## src/rtl/chunk_adder_pkg.sv

```systemverilog
// Shared definitions for the chunk-serial adder.
//   state_t        FSM state encoding (IDLE, RUN, DONE)
//   DEFAULT_WIDTH  default operand/sum width
//   DEFAULT_CHUNK  default bits added per clock
//   index_width()  bits needed to hold an index in 0..count-1 (never below 1)
package chunk_adder_pkg;

   typedef enum logic [1:0] {
      IDLE = 2'd0,
      RUN  = 2'd1,
      DONE = 2'd2
   } state_t;

   localparam int DEFAULT_WIDTH = 16;
   localparam int DEFAULT_CHUNK = 4;

   // A single-entry index still needs one bit so the register is never zero-width.
   function automatic int index_width(input int count);
      int w;
      w = 1;
      while ((1 << w) < count) w++;
      return w;
   endfunction

endpackage

```

## src/rtl/chunk_full_adder.sv

```systemverilog
// Combinational CHUNK-bit adder with carry in and carry out.
// Ports:
//   a, b   CHUNK-bit addends
//   cin    carry into bit 0
//   sum    CHUNK-bit sum
//   cout   carry out of the top bit
module chunk_full_adder #(
   parameter int CHUNK = 4
) (
   input  logic [CHUNK-1:0] a,
   input  logic [CHUNK-1:0] b,
   input  logic             cin,
   output logic [CHUNK-1:0] sum,
   output logic             cout
);

   assign {cout, sum} = {1'b0, a} + {1'b0, b} + {{CHUNK{1'b0}}, cin};

endmodule

```

## src/rtl/chunk_serial_adder.sv

```systemverilog
// Multi-cycle WIDTH-bit adder that adds CHUNK bits per clock, holding the
// inter-chunk carry in a register. One operation takes WIDTH/CHUNK RUN cycles
// followed by a one-cycle DONE pulse.
// Optional feature macro: CHUNK_ADDER_SUB_EN adds sub_in for A-B.
// Ports:
//   clock      rising-edge clock
//   reset_n    asynchronous active-low reset
//   start_in   request, accepted only while ready_out=1
//   a_in/b_in  operands, sampled at acceptance
//   carry_in   carry into bit 0, sampled at acceptance
//   sub_in     (CHUNK_ADDER_SUB_EN only) 1 = compute a_in - b_in
//   ready_out  idle and able to accept start_in
//   sum_out    registered sum, held until the next result
//   carry_out  registered carry out of the MSB (no-borrow flag when subtracting)
//   done_out   one-cycle pulse after sum_out/carry_out were updated
module chunk_serial_adder
   import chunk_adder_pkg::*;
#(
   parameter int WIDTH = DEFAULT_WIDTH,
   parameter int CHUNK = DEFAULT_CHUNK
) (
   input  logic             clock,
   input  logic             reset_n,
   input  logic             start_in,
   input  logic [WIDTH-1:0] a_in,
   input  logic [WIDTH-1:0] b_in,
   input  logic             carry_in,
`ifdef CHUNK_ADDER_SUB_EN
   input  logic             sub_in,
`endif
   output logic             ready_out,
   output logic [WIDTH-1:0] sum_out,
   output logic             carry_out,
   output logic             done_out
);

   localparam int NUM_CHUNKS = WIDTH / CHUNK;
   localparam int IDX_W      = index_width(NUM_CHUNKS);
   localparam int BASE_W     = index_width(WIDTH);
   localparam logic [IDX_W-1:0] LAST_IDX = IDX_W'(NUM_CHUNKS - 1);

   state_t             state, state_next;
   logic [WIDTH-1:0]   a_reg, b_reg, work_sum, work_next;
   logic               carry_reg;
   logic [IDX_W-1:0]   idx;
   logic [BASE_W-1:0]  base;
   logic [CHUNK-1:0]   a_slice, b_slice, s_slice;
   logic               c_slice;
   logic [WIDTH-1:0]   b_op;
   logic               cin_op;

   // Subtraction is A + ~B + 1, so it only changes what gets captured.
`ifdef CHUNK_ADDER_SUB_EN
   assign b_op   = sub_in ? ~b_in : b_in;
   assign cin_op = sub_in ? 1'b1  : carry_in;
`else
   assign b_op   = b_in;
   assign cin_op = carry_in;
`endif

   always_comb begin
      base    = BASE_W'(int'(idx) * CHUNK);
      a_slice = a_reg[base +: CHUNK];
      b_slice = b_reg[base +: CHUNK];
   end

   chunk_full_adder #(.CHUNK(CHUNK)) u_adder (
      .a    (a_slice),
      .b    (b_slice),
      .cin  (carry_reg),
      .sum  (s_slice),
      .cout (c_slice)
   );

   // Working sum with the current slice merged in; on the last chunk this is
   // the complete result loaded into sum_out.
   always_comb begin
      work_next = work_sum;
      work_next[base +: CHUNK] = s_slice;
   end

   always_ff @(posedge clock or negedge reset_n) begin
      if (!reset_n) state <= IDLE;
      else          state <= state_next;
   end

   always_comb begin
      state_next = state;
      ready_out  = 1'b0;
      done_out   = 1'b0;
      case (state)
         IDLE: begin
            ready_out = 1'b1;
            if (start_in) state_next = RUN;
         end
         RUN: begin
            if (idx == LAST_IDX) state_next = DONE;
         end
         DONE: begin
            done_out   = 1'b1;
            state_next = IDLE;
         end
         default: state_next = IDLE;
      endcase
   end

   always_ff @(posedge clock or negedge reset_n) begin
      if (!reset_n) begin
         a_reg     <= '0;
         b_reg     <= '0;
         carry_reg <= 1'b0;
         work_sum  <= '0;
         idx       <= '0;
         sum_out   <= '0;
         carry_out <= 1'b0;
      end else begin
         case (state)
            IDLE: begin
               if (start_in) begin
                  a_reg     <= a_in;
                  b_reg     <= b_op;
                  carry_reg <= cin_op;
                  work_sum  <= '0;
                  idx       <= '0;
               end
            end
            RUN: begin
               work_sum  <= work_next;
               carry_reg <= c_slice;
               idx       <= idx + IDX_W'(1);
               if (idx == LAST_IDX) begin
                  sum_out   <= work_next;
                  carry_out <= c_slice;
               end
            end
            default: ;
         endcase
      end
   end

endmodule

```

## config.mk

```make
export PLATFORM = sky130hd
export DESIGN_NAME = chunk_serial_adder
export DESIGN_NICKNAME = d
export VERILOG_FILES = /design/src/rtl/chunk_adder_pkg.sv /design/src/rtl/chunk_full_adder.sv /design/src/rtl/chunk_serial_adder.sv
export SDC_FILE = /design/constraint.sdc
export NUM_CORES = 1
export LEC_CHECK = 0
export CAP_MARGIN = 40
export CORE_AREA = 4 4 83 85
export DETAILED_ROUTE_END_ITERATION = 10
export DIE_AREA = 0 0 87 89
export GPL_TIMING_DRIVEN = 0
export PLACE_DENSITY_LB_ADDON = 0.3
export SYNTH_ARGS = -nofsm -noshare
export SYNTH_HDL_FRONTEND = slang
export SYNTH_SLANG_ARGS = --single-unit
export TNS_END_PERCENT = 50
```

## constraint.sdc

```tcl
create_clock -name clock -period 4.15 [get_ports clock]
set_clock_uncertainty 0.05 [all_clocks]
set_input_delay 0.415 -clock clock [delete_from_list [all_inputs] [get_ports clock]]
set_output_delay 0.415 -clock clock [all_outputs]
set_load 0.02 [all_outputs]
```

==> flow_summary.yaml <==
global_routing:
  grt_pass1_vias: 2291
  met1_usage_pct: 24.6
  grt_max_degree: 43
  busiest_layer: "met2"
  use_met3_pct: 4.42
  grt.met2_usage_pct: 32.6
  track_usage_pct: 19.2
  antenna_found_initial: 0
  grt_pass1_wl_mm: 11.2
  grt_overflow: 0
critical_path:
  regToRegEndpoint: "work_sum[14]"
  crit_path_end_kind: "register"
  critPathRequiredTime_ps: 4370
  rr_worst_depth: 7
  r2r_slack_ps: 910
  start_kind: "register"
  r2r_start: "idx[0]"
  critPathArrivalTime_ps: 3470
  crit_path_max_fanout: 10
  critPathKind: "register to register"
die:
  ioPinCount: 55
  placementRows: 29
  core_mm2: 0.00620
  die_x_um: 87
  start_util_pct: 53.4
  die_y_um: 89
  dieArea_mm2: 0.00774
final_layout:
  antennaDiodeCount: 0
  synthToLayoutAreaGrowth_pct: 26.0
  final_net_count: 357
  fin_util_pct: 67.3
  layout-drive-gt1-share_pct: 24.8
timing:
  tightestPinTransition_ps: 577
  hold_slack_ps: 437
  slew_viol_final: 0
  finalCriticalPeriod_ps: 3240
  fmax_mhz: 308
  setup_tns_ps: 0
  fin_ws_ps: 908
  rsz0062_at_grt: "false"
  slew_headroom_pct: 61.4
  post-route-period-util_pct: 78.1
  hold_viol_final: 0
  setup_violations: 0
synth:
  synth.distinct_cells: 38
  ys_async_sr_fraction_pct: 100
  syn_inst: 243
  synth_xor_area_share_pct: 0.265
  ys_seq_area_share_pct: 52.9
  synthesis.area_mm2: 0.00331
  synth.top_cells.by_count: "dfrtp_1 (70), mux2_2 (32), nor2_1 (31)"
  yosys.area_share.adder_pct: 4.61
  yosys.area_share.simple_pct: 9.52
  synth_top_family_by_area: "multiplexers"
  yosys_warnings: 0
  synth.top_cell.area_share_pct: 52.9
  synth_enable_flop_cells: 0
  synth_top_area_cell: "dfrtp_1"
  yosysMostFrequentCell: "dfrtp_1"
  ys_ff_latch: 70
  syn-num-nets: 290
  synthTopCellsByArea: "dfrtp_1 (53%), mux2_2 (11%), mux4_2 (5.4%)"
  avgSynthCellArea_um2: 13.6
  synth_mux_area_share_pct: 16.7
  ys.flop_type: "dfrtp_1"
  synth_compound_area_share_pct: 12.1
min_path:
  hold_start: "a_reg[12]"
  holdPathStages: 1
  hp-class: "register to register"
  hold_path_end: "a_reg[12]"
place:
  io_buffers: 54
  place.detailed.hpwl_mm: 4.85
  place_ws_ps: 896
  gp_congestion: 0.850
detailed_routing:
  drtAntennaViolNets: 0
  via_count: 2235
  drt-vias-per-instance: 5.72
  drtPass1Iterations: 5
  post_drt_wl_per_cell_um: 17.3
  drc: 0
  drt_wl_total_mm: 6.75
  drt_iter0_drc: 147
clock_tree:
  cts.sinks: 70
  cts-root-buf: "clkbuf_8"
  cts_buffers: 9
  clk_path_buf_depth: 2
  post_cts_resized: 0
  path_clk_slew_ps: 70
  cts_tree: "built"
  clk_latency_ps: 340
  htreeDepth: 3
power:
  power.switching_mw: 1.66
  power.share.combinational_pct: 56.1
  power_mw: 3.97
  p_seq_share_pct: 30.1
  leakagePower_nw: 1.78
  p_int_mw: 2.31
  max-vdd-ir-drop_v: 0.000624
  pwr-share-clk_pct: 13.8
  sw_frac_of_total_pct: 41.9
  cellPowerDensity_mw_per_mm2: 951
run:
  cap_violations: 0
run_status:
  status: "complete, no violations"
## metrics by stage
step           instance area, um^2  cells
5_1_grt                       4170    391
2_1_floorplan                 3310    243
3_3_place_gp                  3950    374
3_5_place_dp                  3970    375
4_1_cts                       4170    391
6_report                      4170    391
## cell type report
type                       instances  area, um^2
multi-input combinational        152        1430
inverter                           7        26.3
timing repair buffer              56         568
buffer                            14         104
fill                             491        2030
sequential                        70        1750
tap                               77        96.3
clock buffer                      10         138
clock inverter                     5        60.1
## worst max-delay path by stage
stage / start / end / slack [ps] / cells after the start
floorplan: idx[0] / work_sum[6] / 1330 / 7
global placement: reset_n / b_reg[6] / 280 / 1
detailed placement: idx[1] / work_sum[2] / 900 / 7
CTS: idx[0] / work_sum[14] / 900 / 7
global route: idx[0] / work_sum[14] / 780 / 7
finish: idx[0] / work_sum[14] / 910 / 7
## routing by layer
metal	part of all wire (%)	vias to the layer above	routed length, um
met5	0	-	0
met4	0.98	0	66
met3	5.4	6	367
met2	51	66	3440
met1	43	1122	2870
li1	-	1041	-
## logic make-up after synthesis
kind of cell	count (synthesis)
buf+inv	21
flops	70
fa+ha+maj	11
mux	41
simple gates	51
compound gates	48
xor+xnor	1
## worst max-delay path, cell delays in order, from the launching register on
cell     delay (ps)
dfrtp_1         520
buf_6           250
mux4_2          550
fa_1            410
fa_1            410
xor2_1          510
and2_1          300
a22o_1          170
## cells in the final DEF, fill, tap and decap left out, types with 3 or more instances in the layout
master / synthesis / routed
buf_6: 4 / 4
a21o_1: 6 / 6
a221oi_1: 12 / 12
clkbuf_8: 0 / 10
a32o_1: 12 / 12
nor2_1: 31 / 31
mux4_2: 8 / 8
nand2_1: 7 / 7
a21oi_1: 5 / 5
dfrtp_1: 70 / 70
a22o_1: 3 / 3
a32oi_1: 4 / 4
clkdlybuf4s50_1: 0 / 53
ha_1: 9 / 9
mux2_2: 32 / 32
inv_1: 6 / 6
buf_4: 5 / 6
nor4b_4: 3 / 3
## repair_timing
| action | CTS | global route |
|---|---|---|
| endpoints found under the setup margin | 0 | 0 |
| setup buffers | 0 | 0 |
| hold buffers | 1 | 0 |
| endpoints found under the hold margin | 28 | 0 |
## power groups by stage
| stage | Combinational [mW] | Clock, mW | Sequential, mW |
|---|---|---|---|
| 2_1_floorplan | 1.46 | 0 | 1.27 |
| 3_3_place_gp | 2.18 | 0 | 1.19 |
| 3_5_place_dp | 2.23 | 0 | 1.21 |
| 4_1_cts | 2.24 | 0.560 | 1.20 |
| 5_1_grt | 2.43 | 0.591 | 1.24 |
| 6_report | 2.23 | 0.549 | 1.19 |
Power figures use the tool's default switching activity.
